===== config.mk =====
export PLATFORM = sky130hd
export DESIGN_NAME = uart_tx_fifo
export DESIGN_NICKNAME = d
export VERILOG_FILES = /design/src/rtl/uart_tx_fifo.sv
export SDC_FILE = /design/constraint.sdc
export NUM_CORES = 1
export LEC_CHECK = 0
export ABC_AREA = 1
export CAP_MARGIN = 25
export CORE_MARGIN = 5
export CORE_UTILIZATION = 55
export CTS_CLUSTER_SIZE = 10
export DETAILED_ROUTE_END_ITERATION = 8
export PLACE_DENSITY = 0.83
export SLEW_MARGIN = 25
export SYNTH_ARGS = -nofsm -noshare
export SYNTH_HDL_FRONTEND = slang
export SYNTH_SLANG_ARGS = --single-unit

===== constraint.sdc =====
create_clock -name clk -period 3.7 [get_ports clk]
set_clock_uncertainty 0.2 [all_clocks]
set_input_delay 0.555 -clock clk [delete_from_list [all_inputs] [get_ports clk]]
set_output_delay 0.555 -clock clk [all_outputs]
set_load 0.01 [all_outputs]

===== src/rtl/uart_tx_fifo.sv =====
// uart_tx_fifo: buffered 8N1 UART transmitter.
// Producers push bytes through a valid/ready handshake into a circular FIFO;
// a bit-timing FSM drains the FIFO back-to-back onto tx, LSB first.
// Optional macro UART_TX_PARITY_EN inserts an even-parity bit (8E1 frames).
module uart_tx_fifo #(
  parameter int CLK_FREQ   = 50_000_000,
  parameter int BAUD       = 9600,
  parameter int FIFO_DEPTH = 16
) (
  input  logic                          clk,
  input  logic                          rst,
  input  logic [7:0]                    data_i,
  input  logic                          valid_i,
  output logic                          ready_o,
  output logic                          tx,
  output logic                          busy_o,
  output logic [$clog2(FIFO_DEPTH):0]   fifo_count_o
);

  localparam int BAUD_DIV = CLK_FREQ / BAUD;
  localparam int AW       = $clog2(FIFO_DEPTH);
  localparam int CW       = AW + 1;
  localparam int BW       = (BAUD_DIV > 1) ? $clog2(BAUD_DIV) : 1;
  localparam logic [BW-1:0] BAUD_LAST = BW'(BAUD_DIV - 1);
  localparam logic [CW-1:0] DEPTH_CNT = CW'(FIFO_DEPTH);

  typedef enum logic [2:0] {
    S_IDLE   = 3'd0,
    S_START  = 3'd1,
    S_DATA   = 3'd2,
    S_STOP   = 3'd3
`ifdef UART_TX_PARITY_EN
    , S_PARITY = 3'd4
`endif
  } state_t;

  // FIFO storage and pointers (one bit wider than the address to tell full from empty)
  logic [7:0]    mem [FIFO_DEPTH];
  logic [AW:0]   wr_ptr_reg;
  logic [AW:0]   rd_ptr_reg;
  logic [CW-1:0] count;
  logic [CW-1:0] count_next;
  logic          empty;
  logic          full;
  logic          push;
  logic          pop;

  // Transmitter state
  state_t        state_reg, state_next;
  logic [BW-1:0] baud_cnt_reg, baud_cnt_next;
  logic [2:0]    bit_idx_reg, bit_idx_next;
  logic [7:0]    shift_data_reg;
  logic          tx_reg, tx_next;
  logic          busy_reg, busy_next;
  logic          baud_tick;

  assign count      = wr_ptr_reg - rd_ptr_reg;
  assign empty      = (count == '0);
  assign full       = (count == DEPTH_CNT);
  assign push       = valid_i && !full;
  assign count_next = count + CW'(push) - CW'(pop);
  assign baud_tick  = (baud_cnt_reg == BAUD_LAST);

  assign ready_o      = !full;
  assign tx           = tx_reg;
  assign busy_o       = busy_reg;
  assign fifo_count_o = count;

  // FIFO write port; no reset so the array can map onto block RAM
  always_ff @(posedge clk) begin
    if (push) begin
      mem[wr_ptr_reg[AW-1:0]] <= data_i;
    end
  end

  // FIFO pointers; reset flushes any queued bytes
  always_ff @(posedge clk) begin
    if (rst) begin
      wr_ptr_reg <= '0;
      rd_ptr_reg <= '0;
    end else begin
      if (push) wr_ptr_reg <= wr_ptr_reg + 1'b1;
      if (pop)  rd_ptr_reg <= rd_ptr_reg + 1'b1;
    end
  end

  // Registered read of the FIFO head into the shift register, only on pop
  always_ff @(posedge clk) begin
    if (rst) begin
      shift_data_reg <= '0;
    end else if (pop) begin
      shift_data_reg <= mem[rd_ptr_reg[AW-1:0]];
    end
  end

  // State register plus registered line and busy outputs
  always_ff @(posedge clk) begin
    if (rst) begin
      state_reg    <= S_IDLE;
      baud_cnt_reg <= '0;
      bit_idx_reg  <= '0;
      tx_reg       <= 1'b1;
      busy_reg     <= 1'b0;
    end else begin
      state_reg    <= state_next;
      baud_cnt_reg <= baud_cnt_next;
      bit_idx_reg  <= bit_idx_next;
      tx_reg       <= tx_next;
      busy_reg     <= busy_next;
    end
  end

  // Next-state logic: bit timing, bit sequencing and FIFO pops
  always_comb begin
    state_next    = state_reg;
    baud_cnt_next = baud_tick ? '0 : baud_cnt_reg + 1'b1;
    bit_idx_next  = bit_idx_reg;
    pop           = 1'b0;
    case (state_reg)
      S_IDLE: begin
        baud_cnt_next = '0;
        bit_idx_next  = '0;
        if (!empty) begin
          pop        = 1'b1;
          state_next = S_START;
        end
      end
      S_START: begin
        if (baud_tick) begin
          bit_idx_next = '0;
          state_next   = S_DATA;
        end
      end
      S_DATA: begin
        if (baud_tick) begin
          if (bit_idx_reg == 3'd7) begin
            bit_idx_next = '0;
`ifdef UART_TX_PARITY_EN
            state_next   = S_PARITY;
`else
            state_next   = S_STOP;
`endif
          end else begin
            bit_idx_next = bit_idx_reg + 1'b1;
          end
        end
      end
`ifdef UART_TX_PARITY_EN
      S_PARITY: begin
        if (baud_tick) begin
          state_next = S_STOP;
        end
      end
`endif
      S_STOP: begin
        if (baud_tick) begin
          // Chain straight into the next frame when more data is queued
          if (!empty) begin
            pop        = 1'b1;
            state_next = S_START;
          end else begin
            state_next = S_IDLE;
          end
        end
      end
      default: begin
        baud_cnt_next = '0;
        bit_idx_next  = '0;
        state_next    = S_IDLE;
      end
    endcase
  end

  // Output logic: line level and busy derived from the upcoming state
  always_comb begin
    tx_next = 1'b1;
    case (state_next)
      S_START:  tx_next = 1'b0;
      S_DATA:   tx_next = shift_data_reg[bit_idx_next];
`ifdef UART_TX_PARITY_EN
      S_PARITY: tx_next = ^shift_data_reg;
`endif
      default:  tx_next = 1'b1;
    endcase
    busy_next = (state_next != S_IDLE) || (count_next != '0);
  end

endmodule


# Word-level counts from Yosys, hierarchy flattened
# Memories as Yosys holds them, arrays and structs flattened. A register that Yosys moved wholly into a read port is not among the register bits.
# Index checks and enable logic that the tools add are counted.
[totals]
ram_bits = 128
out_inout_bits = 8
input_bits = 11
register_bits = 31
mem_count = 1
word_cells = 53
[memory_table]
columns = ["name", "depth", "word_bits", "read_ports", "rd_clocked_by_memory_dff", "wr", "line", "rtl"]
rows = [
  ["mem", 16, 8, 1, 1, 1, "38", "logic [7:0] mem [FIFO_DEPTH];"],
]
[op_classes]
add_sub_neg = 7
n_bitwise = 1
eq_ne = 8
reduce_logical = 9
n_mux = 19
n_lt_le_gt_ge = 1
[ops]
columns = ["cell", "count"]
rows = [
  ["2-to-1 mux 3 bit", 8],
  ["adder 13 x 1 -> 13 bit, second input constant", 1],
  ["== test 13 bit, second input constant", 1],
  ["case mux 3 bit (4 select lines)", 1],
  ["adder 5 x 1 -> 5 bit, second input constant", 2],
  ["== test 3 x 2 -> 1 bit, second input constant", 3],
  ["case mux 3 bit (3 select lines)", 1],
  ["== test 3 x 1 -> 1 bit, second input constant", 2],
  ["2-to-1 mux 1 bit", 6],
  ["OR reduction 3 bit", 2],
  ["adder 5 x 1 -> 5 bit", 1],
  ["== test 5 bit, second input constant", 1],
  ["zero test 5 bit", 1],
  ["nonzero test 5 bit", 1],
  ["subtractor 5 x 1 -> 5 bit", 1],
  ["subtractor 5 bit", 1],
  ["less-than comparator 3 x 4 -> 1 bit, second input constant", 1],
  ["case mux 1 bit (2 select lines)", 2],
  ["adder 3 x 1 -> 3 bit, second input constant", 1],
  ["binary-select mux 1 bit (select 3 bit)", 1],
  ["== test 3 bit, second input constant", 1],
  ["zero test 3 bit", 1],
  ["nonzero test 3 bit", 1],
  ["logical AND 1 bit", 1],
  ["3 further kinds", 3],
]

# Logic depth before layout (Yosys ltp)
# Gate-level depths: netlist of run 1.
[logic_depth]
depth_word = 8
ltp_mapped = 23
ltp_nobuf = 23

# Worst setup path before layout of run 1
# No wires, ideal clock.
[synth_timing]
path_type = "register to register"
start = "reg rd_ptr_reg[1]"
end = "reg busy_reg, in the netlist busy_o"
n_path_buf = 1
setup_time_ps = 124
arrival_time_ps = 3596
required_ps = 3376
stages_incl_launch_ff = 20
slack_ps = -220
synth_period_minus_slack_ps = 3920
path_cell_list = "dfxtp_1 > inv_1 > clkbuf_1 > fa_1 > xor2_1 > inv_1 > ha_1 > nand2_1 > nor2_1 > nand2_1 > nand2_1 > ha_1 > inv_1 > ha_1 > fa_1 > xor2_1 > nor4_1 > nand3_1 > nor2_1 > nor2_1"
[synth_between]
elab_chain_len = 8
elab_cells_between_ends = 17
classes_between = "add/sub: 3; eq/ne: 1; mux: 7; reduce/logical: 6"
[synth_rtl]
columns = ["element", "line", "rtl"]
rows = [
  ["start: declaration", "40", "logic [AW:0] rd_ptr_reg;"],
  ["start signal: assignment", "83", "if (pop) rd_ptr_reg <= rd_ptr_reg + 1'b1;"],
  ["subtractor 5 bit", "57", "assign count = wr_ptr_reg - rd_ptr_reg;"],
  ["via fifo_count_o[2]", "17", "output logic [$clog2(FIFO_DEPTH):0] fifo_count_o"],
  ["== test 5 bit", "59", "assign full = (count == DEPTH_CNT);"],
  ["zero test 1 bit", "--", ""],
  ["via ready_o", "14", "output logic ready_o,"],
  ["logical AND 1 bit", "60", "assign push = valid_i && !full;"],
  ["adder 5 x 1 -> 5 bit", "61", "assign count_next = count + CW'(push) - CW'(pop);"],
  ["subtractor 5 x 1 -> 5 bit", "61", ""],
  ["nonzero test 5 bit", "185", "busy_next = (state_next != S_IDLE) || (count_next != '0);"],
  ["logical OR 1 bit", "185", ""],
  ["end signal: assignment", "109", "busy_reg <= busy_next;"],
  ["end: declaration", "54", "logic busy_reg, busy_next;"],
]
# The timed path passes the listed nets, and every way through them passes these cells.
# A chain may end at the register's enable or synchronous reset.

# Worst setup path in the final report of run 1
[layout_timing]
start = "reg wr_ptr_reg[0]"
end = "reg busy_reg, in the netlist busy_o"
[layout_between]
elab_chain_len = 8
elab_cells_between_ends = 17
classes_between = "add/sub: 3; eq/ne: 1; mux: 7; reduce/logical: 6"
[layout_rtl]
columns = ["element", "line", "rtl"]
rows = [
  ["start: declaration", "39", "logic [AW:0] wr_ptr_reg;"],
  ["start signal: assignment", "82", "if (push) wr_ptr_reg <= wr_ptr_reg + 1'b1;"],
  ["subtractor 5 bit (*)", "57", ""],
  ["zero test 5 bit (*)", "58", "assign empty = (count == '0);"],
  ["2-to-1 mux 1 bit (*)", "123, 158", ""],
  ["2-to-1 mux 1 bit", "156", "if (baud_tick) begin"],
  ["case mux 1 bit (2 select lines) (*)", "119", "case (state_reg)"],
  ["via pop", "46", "logic pop;"],
  ["subtractor 5 x 1 -> 5 bit (*)", "61", ""],
  ["nonzero test 5 bit (*)", "185", ""],
  ["logical OR 1 bit (*)", "185", ""],
]
# Mark *: on every way through the listed nets, which the timed path passes. The rest lies on a longest branch.

==> impl_metrics.json, run 1 <==
{
  "outcome": "finished, violations left",
  "violations": "setup timing",
  "setup_viol": 1,
  "drv_slew": 0,
  "final_nets": 738,
  "grt_pass1_vias": 4829,
  "drt_first_pass_iters": 5,
  "p_int_uw": 3630,
  "drt-total-wl_um": 16200,
  "dpl.hpwl_um": 10100,
  "core_area_sq_um": 12700,
  "die_y_um": 124,
  "clock_latency_ns": 0.43,
  "worstPathArrival_ns": 3.88,
  "syn_to_final_growth_pct": 17.2,
  "start_util": 0.563,
  "row_count": 41,
  "cts_tree": "built",
  "final_common_cell": "edfxtp_1",
  "antenna_found_initial": 0,
  "finalWorstSetupSlack_ns": -0.0730,
  "clkTransAtPathRegs_ns": 0.06,
  "gp_congestion": 0.858,
  "worst_pin_slew_ns": 0.688,
  "ir_drop_uv": 428,
  "grt.overflow.total": 0,
  "insertedDiodeCount": 0,
  "leakage_uw": 0.00294,
  "drc": 0,
  "numCtsBuffers": 17,
  "cts.htree.levels": 4,
  "grt_usage": 0.219,
  "clkPwrFrac": 0.324,
  "finalNonFillerCells": 891,
  "period_minus_slack_ns": 3.77,
  "drtIter0Drc": 689,
  "postSynthAreaPerCell_sq_um": 10.8,
  "fp.dieW_um": 124,
  "synth_cell_type_count": 36,
  "synthCells": 663,
  "p_total_uw": 5210,
  "cts.sinks": 167,
  "rsz0062_at_grt": "yes",
  "combPwrFrac": 0.266,
  "hold_viol_final": 0,
  "hold_path_class": "reg -> reg",
  "die-area_sq_um": 15400,
  "wire_per_inst_um": 18.2,
  "cts-root-buf": "clkbuf_16",
  "synth_seq_area_share": 0.645,
  "io_pins": 19,
  "routed_via_density": 5.78,
  "drt.antenna.violating_nets": 0,
  "drive_gt1_frac": 0.134,
  "utilization": 0.661,
  "synth_seq_cells": 167,
  "clockBufferDepth": 2,
  "max_clock_freq_ghz": 0.265,
  "critical_path_class": "reg -> reg",
  "grt_pass1_wl_um": 25000,
  "cp_max_fo": 3,
  "layout_common_cells": "edfxtp_1 (128), nor2_1 (118), o21ai_0 (80)",
  "holdCritStartpoint": "baud_cnt_reg[0]$_SDFF_PP0_",
  "critPathRequiredTime_ns": 3.81,
  "cap_violations": 0,
  "io_buffers": 18,
  "num_vias": 5152,
  "seqPwrFrac": 0.410,
  "synth_nets": 694,
  "largest_reg_flops": 128,
  "grt_max_degree": 68,
  "startpoint_type": "flip-flop",
  "swShare": 0.304,
  "crit_path_end_kind": "flip-flop",
  "power.switching_uw": 1580,
  "timing.final.crit_share": 1.02,
  "powerDensity_nw_per_um2": 620,
  "crit_start": "wr_ptr_reg[0]$_SDFFE_PP0P_",
  "syn_area_sq_um": 7170,
  "place_inst": 854,
  "r2r-start": "wr_ptr_reg[0]$_SDFFE_PP0P_",
  "ys_warn_count": 0,
  "relSlewSlack": 0.540
}
## power groups by stage
stage,Clock [uW],Combinational (uW),Sequential (uW)
floorplan,0,824,2170
global placement,0,1170,2170
detailed placement,0,1230,2170
CTS,1710,1250,2130
global route,1790,1520,2140
finish,1690,1390,2140
## path summary, 6_finish.rpt
path / endpoint / slack (ns) / cells past startpoint
setup / recovery: busy_o$_SDFF_PP0_ / -0.07 / 21
hold / removal: baud_cnt_reg[0]$_SDFF_PP0_ / 0.26 / 1
setup reg to reg: busy_o$_SDFF_PP0_ / -0.07 / 21
hold reg to reg: baud_cnt_reg[0]$_SDFF_PP0_ / 0.26 / 1
## worst max-delay path, stage by stage, from the launching register on
cell	delay (ns)
dfxtp_2	0.33
inv_2	0.07
ha_4	0.14
inv_4	0.03
fa_2	0.38
xor2_2	0.20
inv_1	0.09
ha_2	0.17
nand2_2	0.07
nor2_4	0.15
nand2b_4	0.07
nand2_4	0.07
inv_6	0.04
ha_4	0.26
inv_4	0.04
ha_4	0.15
fa_2	0.37
xor2_1	0.15
nor4_1	0.32
nand3_1	0.14
nor2_1	0.14
nor2_1	0.05
## final cells by class
type	instances	area, sq um
Fill cell	918	4320
Multi-Input combinational cell	423	2360
Timing Repair Buffer	52	455
Sequential cell	167	4630
Tap cell	172	215
Clock buffer	19	433
Inverter	46	183
Clock inverter	12	128
## routing by layer
layer	vias to the layer above	GRT usage	share of wire	wire, um
met5	-	0	0	0
met4	0	0.0684	0.020	331
met3	25	0.0522	0.076	1230
met2	219	0.372	0.51	8280
met1	2479	0.278	0.39	6380
li1	2429	-	-	-
## timing repair
item / CTS / global route
setup endpoints to repair: 1 / 1
pin swaps: 0 / 12
buffers inserted: 0 / 5
gates resized for setup: 1 / 20
hold buffers: 0 / 0
## kinds of logic after synthesis
kind of cell               Yosys count  synth area share
other                                1          0.000523
buffers and inverters               73            0.0393
AOI/OAI and AO/OA                  146             0.118
and+or+nand+nor                    246             0.147
DFF                                167             0.645
xor gates and xnor gates            10            0.0122
adders and majority gates           20            0.0370
## through the flow
stage | setup slack, ns | setup TNS [ns] | hold slack [ns] | instance area (sq um)
after floorplan | 0.0230 | 0 | 0.218 | 7200
after CTS | 0.00630 | 0 | 0.254 | 8260
after global routing | -0.191 | -0.191 | 0.268 | 8400
final | -0.0730 | -0.0730 | 0.258 | 8400
after detailed placement | -0.0396 | -0.0396 | 0.240 | 7700
after global placement | 0.138 | 0 | 0.231 | 7700
## cells in the mapped netlist (all sizes together)
| master | n | area, sq um |
|---|---|---|
| a211oi | 9 | 67.6 |
| a21oi | 16 | 83.8 |
| and3 | 1 | 6.26 |
| buf | 1 | 11.3 |
| clkbuf | 26 | 97.6 |
| clkinv | 2 | 7.51 |
| conb | 1 | 3.75 |
| dfxtp | 39 | 781 |
| edfxtp | 128 | 3840 |
| fa | 2 | 40.0 |
| ha | 18 | 225 |
| inv | 44 | 165 |
| nand2 | 73 | 292 |
| nand2b | 1 | 6.26 |
| nand3 | 35 | 175 |
| nor2 | 122 | 470 |
| nor3 | 5 | 41.3 |
| nor3b | 7 | 52.6 |
| nor4 | 1 | 6.26 |
| o211ai | 7 | 52.6 |
| o21ai | 81 | 409 |
| o21bai | 1 | 7.51 |
| o221ai | 11 | 96.3 |
| o22ai | 21 | 131 |
| or2 | 1 | 6.26 |
| xnor2 | 5 | 43.8 |
| xor2 | 5 | 43.8 |
Note: power is estimated with default switching activity, not from simulation.
==> run 2: changes to the inputs <==
--- a/config.mk
+++ b/config.mk
@@ -8,6 +8,8 @@
 export ABC_AREA = 1
 export CAP_MARGIN = 25
+export CELL_PAD_IN_SITES_DETAIL_PLACEMENT = 2
+export CELL_PAD_IN_SITES_GLOBAL_PLACEMENT = 2
 export CORE_MARGIN = 5
-export CORE_UTILIZATION = 55
+export CORE_UTILIZATION = 37
 export CTS_CLUSTER_SIZE = 10
 export DETAILED_ROUTE_END_ITERATION = 8
==> constraint.sdc (replaced) <==
create_clock -name clk -period 3.7 [get_ports clk]
set_clock_uncertainty 0.2 [all_clocks]
set_input_delay 0.74 -clock clk [delete_from_list [all_inputs] [get_ports clk]]
set_output_delay 0.74 -clock clk [all_outputs]
set_load 0.01 [all_outputs]
==> run 2 against run 1 <==
- sequential power is essentially flat
- critical endpoint is now ready_o
- the flow now finishes without violations
- via count grew 1.8%
- combinational power grew 6%
- die area grew 44%
- sequential cell count is the same
- utilization shrank 22 points
- global-route usage shrank 2.1 points
- design area grew 1.1%
- register-to-register slack gained 0.19 ns
- first-iteration DRC count shrank 54%
- clock-buffer cell count grew 1
- hold slack gained 0.025 ns
==> impl_metrics.json, run 2 (synthesized netlist as in run 1, its figures left out) <==
{
  "grt_usage": 0.197,
  "critical_path_class": "reg -> out",
  "grt_pass1_vias": 5904,
  "cts-root-buf": "clkbuf_16",
  "clockBufferDepth": 2,
  "outcome": "complete, no violations",
  "grtUsageMet1": 0.228,
  "leakage_uw": 0.00294,
  "wire_per_inst_um": 21.4,
  "syn_to_final_growth_pct": 18.6,
  "cts.sinks": 167,
  "hold_path_class": "reg -> reg",
  "drv_slew": 0,
  "setup_viol": 0,
  "row_count": 51,
  "drt_first_pass_iters": 4,
  "cp_max_fo": 3,
  "num_vias": 5243,
  "use_met3": 0.0383,
  "final_cell_area_sq_um": 8500,
  "busiest_layer": "met2",
  "drc": 0,
  "antenna_found_initial": 0,
  "drtIter0Drc": 318,
  "drt.antenna.violating_nets": 0,
  "final_common_cell": "edfxtp_1",
  "cts_hold_buffers": 0,
  "io_pins": 19,
  "hold_viol_final": 0,
  "critPathRequiredTime_ns": 2.76,
  "worst_pin_slew_ns": 0.728,
  "finalWorstSetupSlack_ns": 0.0523,
  "io_buffers": 18,
  "fp.dieW_um": 149,
  "timing.final.crit_share": 0.986,
  "die-area_sq_um": 22300,
  "cts.htree.levels": 4,
  "tns_ns": 0,
  "grt_pass1_wl_um": 33100,
  "routed_via_density": 5.32,
  "grt.overflow.total": 0,
  "gp_congestion": 0.782,
  "final_nets": 738,
  "hold_slack_ns": 0.284,
  "post-place-ws_ns": -0.0834,
  "core_area_sq_um": 19300,
  "dpl.hpwl_um": 14100,
  "max_clock_freq_ghz": 0.274,
  "insertedDiodeCount": 0,
  "largest_reg_flops": 128,
  "layout_common_cells": "edfxtp_1 (128), nor2_1 (118), o21ai_0 (80)",
  "ir_drop_uv": 376,
  "cap_violations": 0,
  "powerDensity_nw_per_um2": 625,
  "die_y_um": 149,
  "grt_max_degree": 68,
  "crit_path_end_kind": "primary output",
  "clock_latency_ns": 0.44,
  "worstPathArrival_ns": 2.71,
  "fillers": 2020,
  "numCtsBuffers": 17,
  "relSlewSlack": 0.515,
  "start_util": 0.372,
  "cts_tree": "built",
  "use_met2": 0.372,
  "startpoint_type": "flip-flop",
  "drt-total-wl_um": 21000,
  "period_minus_slack_ns": 3.65,
  "clkTransAtPathRegs_ns": 0.06,
  "drive_gt1_frac": 0.144,
  "place_area_sq_um": 7820
}
==> run 2: cell types whose count changed in the layout (fill, tap and decap cells not counted), sizes merged <==
cell / before / now
bufinv: 2 / 1
inv: 46 / 48
clkinv: 7 / 8
clkbuf: 19 / 20
clkinvlp: 3 / 1
==> run 2: area by class of cell <==
cell class / instances / area [sq um] / share of cell area
well taps: 265 / 332 / 0.0390
flip-flops and latches: 167 / 4630 / 0.545
inverters: 46 / 178 / 0.0209
clock inverters: 12 / 119 / 0.0140
repair buffers: 52 / 435 / 0.0512
multi-input cells: 423 / 2360 / 0.278
clock buffers: 20 / 437 / 0.0514
==> run 2: power by group <==
part           switching (uW)  internal, uW  total [uW]
Sequential               39.5          2100        2140
Combinational             922           550        1470
Clock                     757           937        1690
Total                    1720          3590        5310
==> run 2: critical path, cell delays in order (launching register included) <==
cell and delay (ns):
dfxtp_2 0.32, inv_2 0.07, ha_4 0.13, inv_2 0.04
fa_2 0.36, buf_4 0.15, nand3_1 0.10, nand2_1 0.10
xor2_1 0.17, buf_4 0.15, nand2_2 0.10, clkdlybuf4s50_1 0.58
==> run 2: worst paths after layout <==
path	startpoint	to	slack [ns]	cells past startpoint
max	wr_ptr_reg[0]$_SDFFE_PP0P_	ready_o	0.05	11
min reg2reg	baud_cnt_reg[0]$_SDFF_PP0_	baud_cnt_reg[0]$_SDFF_PP0_	0.28	1
min	baud_cnt_reg[0]$_SDFF_PP0_	baud_cnt_reg[0]$_SDFF_PP0_	0.28	1
max reg2reg	wr_ptr_reg[0]$_SDFFE_PP0P_	busy_o$_SDFF_PP0_	0.12	22
==> run 2: what timing repair did <==
action                                  in CTS  in global routing
pin swaps                                    9                  9
setup buffers                                4                  1
gates cloned                                 0                  0
endpoints found under the setup margin       1                  2
gates resized for setup                     14                 12
==> run 2: stage by stage <==
| step | cells | total power (uW) | utilization |
|---|---|---|---|
| after floorplan | 663 | 3000 | - |
| after global placement | 948 | 3380 | 0.406 |
| after detailed placement | 948 | 3490 | 0.406 |
| after CTS | 984 | 5260 | 0.439 |
| after global routing | 985 | 5580 | 0.441 |
| final | 985 | 5310 | 0.441 |
==> run 2: metal layers <==
metal,share of wire,up-vias
li1,-,2429
met1,0.42,2728
met2,0.54,67
met3,0.025,19
met4,0.012,0
met5,0,-
==> run 3: changes to the inputs <==
==> constraint.sdc (replaced) <==
create_clock -name clk -period 3.7 [get_ports clk]
set_clock_uncertainty 0.2 [all_clocks]
set_input_delay 0.74 -clock clk [delete_from_list [all_inputs] [get_ports clk]]
set_output_delay 0.74 -clock clk [all_outputs]
set_load 0.05 [all_outputs]
==> run 3 against run 2 <==
- the flow now finishes with violations (setup timing)
- fmax fell by 2.4%
- register-to-register slack worse by 0.16 ns
- clock power increased by 7%
- hold slack worse by 0.025 ns
- final cell count grew 0.61%
- die area did not move
- combinational power grew 27%
- routed wire length grew 7.6%
- sequential share of layout area is 1.3 points lower
- sequential cell count unchanged
==> impl_metrics.json, run 3 (synthesized netlist as in run 1, its figures left out) <==
{
  "outcome": "finished, violations left",
  "violations": "setup timing",
  "row_count": 51,
  "setup_viol": 1,
  "r2r-start": "wr_ptr_reg[0]$_SDFFE_PP0P_",
  "clkTransAtPathRegs_ns": 0.07,
  "io_pins": 19,
  "antenna_found_initial": 1,
  "worst_pin_slew_ns": 0.710,
  "worstRegToRegCells": 21,
  "gp_congestion": 0.772,
  "grt_usage": 0.208,
  "p_int_uw": 3730,
  "cp_max_fo": 2,
  "drt-total-wl_um": 22600,
  "drc": 0,
  "drtIter0Drc": 340,
  "use_met2": 0.395,
  "wire_per_inst_um": 22.8,
  "final_cell_area_sq_um": 8700,
  "leakage_uw": 0.00302,
  "clkPwrFrac": 0.310,
  "drt.antenna.violating_nets": 0,
  "io_buffers": 18,
  "die-area_sq_um": 22300,
  "p_total_uw": 5800,
  "syn_to_final_growth_pct": 21.4,
  "startpoint_type": "flip-flop",
  "clockBufferDepth": 2,
  "crit_path_end_kind": "flip-flop",
  "grt_pass1_vias": 6029,
  "layout_common_cells": "edfxtp_1 (128), nor2_1 (118), o21ai_0 (80)",
  "grt_max_degree": 68,
  "ir_drop_uv": 420,
  "max_clock_freq_ghz": 0.268,
  "critical_path_class": "reg -> reg",
  "final_common_cell": "edfxtp_1",
  "core_area_sq_um": 19300,
  "cts.sinks": 167,
  "combPwrFrac": 0.320,
  "cap_violations": 0,
  "start_util": 0.372,
  "swShare": 0.357,
  "drv_slew": 0,
  "die_y_um": 149,
  "routed_via_density": 5.37,
  "grt_pass1_wl_um": 34300,
  "finalWorstSetupSlack_ns": -0.0373,
  "crit_start": "wr_ptr_reg[0]$_SDFFE_PP0P_",
  "numCtsBuffers": 17,
  "hold_path_class": "reg -> reg",
  "rsz0062_at_grt": "yes",
  "dpl.hpwl_um": 14500,
  "final_nets": 743,
  "period_minus_slack_ns": 3.74,
  "busiest_layer": "met2",
  "hold_viol_final": 0,
  "cts-root-buf": "clkbuf_16",
  "worstPathArrival_ns": 3.86,
  "setup.worst_path.end": "busy_o$_SDFF_PP0_",
  "largest_reg_flops": 128,
  "cts_tree": "built",
  "drt_first_pass_iters": 4,
  "clock_latency_ns": 0.45,
  "reg2reg_to": "busy_o$_SDFF_PP0_",
  "cts_hold_buffers": 0,
  "fp.dieW_um": 149,
  "seqPwrFrac": 0.370,
  "critPathRequiredTime_ns": 3.83,
  "utilization": 0.451,
  "place_area_sq_um": 7940,
  "grtUsageMet1": 0.218,
  "relSlewSlack": 0.527,
  "cts.htree.levels": 4,
  "drive_gt1_frac": 0.164,
  "rrSetupSlack_ns": -0.04,
  "timing.final.crit_share": 1.01,
  "grt.overflow.total": 0,
  "power.switching_uw": 2070,
  "use_met3": 0.0465,
  "powerDensity_nw_per_um2": 667,
  "num_vias": 5322,
  "post-place-ws_ns": -0.248
}
==> run 3: cell count changes in the layout (fill, tap and decap cells not counted), sizes merged <==
cell           delta
buf              +10
clkbuf            -3
clkdlybuf4s50     -5
clkinv            -1
clkinvlp          +1
diode             +1
inv               +3
==> run 3: per-stage QoR <==
stage	setup TNS (ns)	hold slack [ns]	cells
floorplan	-0.0793	0.218	663
global placement	0	0.229	947
detailed placement	-0.248	0.241	947
CTS	0	0.257	985
global route	-0.165	0.282	991
finish	-0.0373	0.259	991
==> run 3: area by class of cell <==
cell class / count / area, sq um
diodes: 1 / 2.50
clock buffers: 17 / 425
clock inverters: 15 / 163
fillers: 1978 / 10600
inverters: 46 / 180
multi-input cells: 423 / 2450
flip-flops and latches: 167 / 4630
well taps: 265 / 332
repair buffers: 57 / 510
==> run 3: repair_timing <==
| action | in CTS | in global routing |
|---|---|---|
| pin swaps | 11 | 9 |
| gates resized for setup | 11 | 6 |
| buffers inserted | 6 | 5 |
| setup endpoints to repair | 1 | 1 |
==> run 3: worst min-delay path by stage <==
stage	start	to	slack [ns]	depth (start not counted)
after global routing	baud_cnt_reg[0]$_SDFF_PP0_	baud_cnt_reg[0]$_SDFF_PP0_	0.28	1
after detailed placement	baud_cnt_reg[0]$_SDFF_PP0_	baud_cnt_reg[0]$_SDFF_PP0_	0.24	1
final	baud_cnt_reg[0]$_SDFF_PP0_	baud_cnt_reg[0]$_SDFF_PP0_	0.26	1
after global placement	baud_cnt_reg[0]$_SDFF_PP0_	baud_cnt_reg[0]$_SDFF_PP0_	0.23	1
after floorplan	baud_cnt_reg[0]$_SDFF_PP0_	baud_cnt_reg[0]$_SDFF_PP0_	0.22	1
after CTS	baud_cnt_reg[0]$_SDFF_PP0_	baud_cnt_reg[0]$_SDFF_PP0_	0.26	1
==> run 3: power by group through the flow <==
stage | Sequential, uW | Combinational, uW | Clock, uW
after CTS | 2140 | 1690 | 1830
final | 2150 | 1860 | 1800
after global routing | 2150 | 2000 | 1930
after floorplan | 2190 | 994 | 0
after global placement | 2170 | 1440 | 0
after detailed placement | 2180 | 1570 | 0
==> run 3: routing by layer <==
layer | part of all wire | vias to the layer above
li1 | - | 2436
met1 | 0.38 | 2743
met2 | 0.55 | 97
met3 | 0.031 | 46
met4 | 0.035 | 0
met5 | 0 | -
==> run 3: worst max-delay path, stage by stage, from the launching register on <==
cell	delay, ns
dfxtp_2	0.33
inv_2	0.08
ha_4	0.14
inv_2	0.05
fa_2	0.41
xor2_4	0.18
inv_2	0.10
ha_4	0.17
nand2_4	0.06
nor2_4	0.15
nand2b_4	0.07
nand2_4	0.08
inv_4	0.05
ha_4	0.25
inv_2	0.04
ha_4	0.16
fa_2	0.38
xor2_2	0.17
nor4_4	0.24
nand3_1	0.13
nor2_1	0.13
nor2_1	0.05
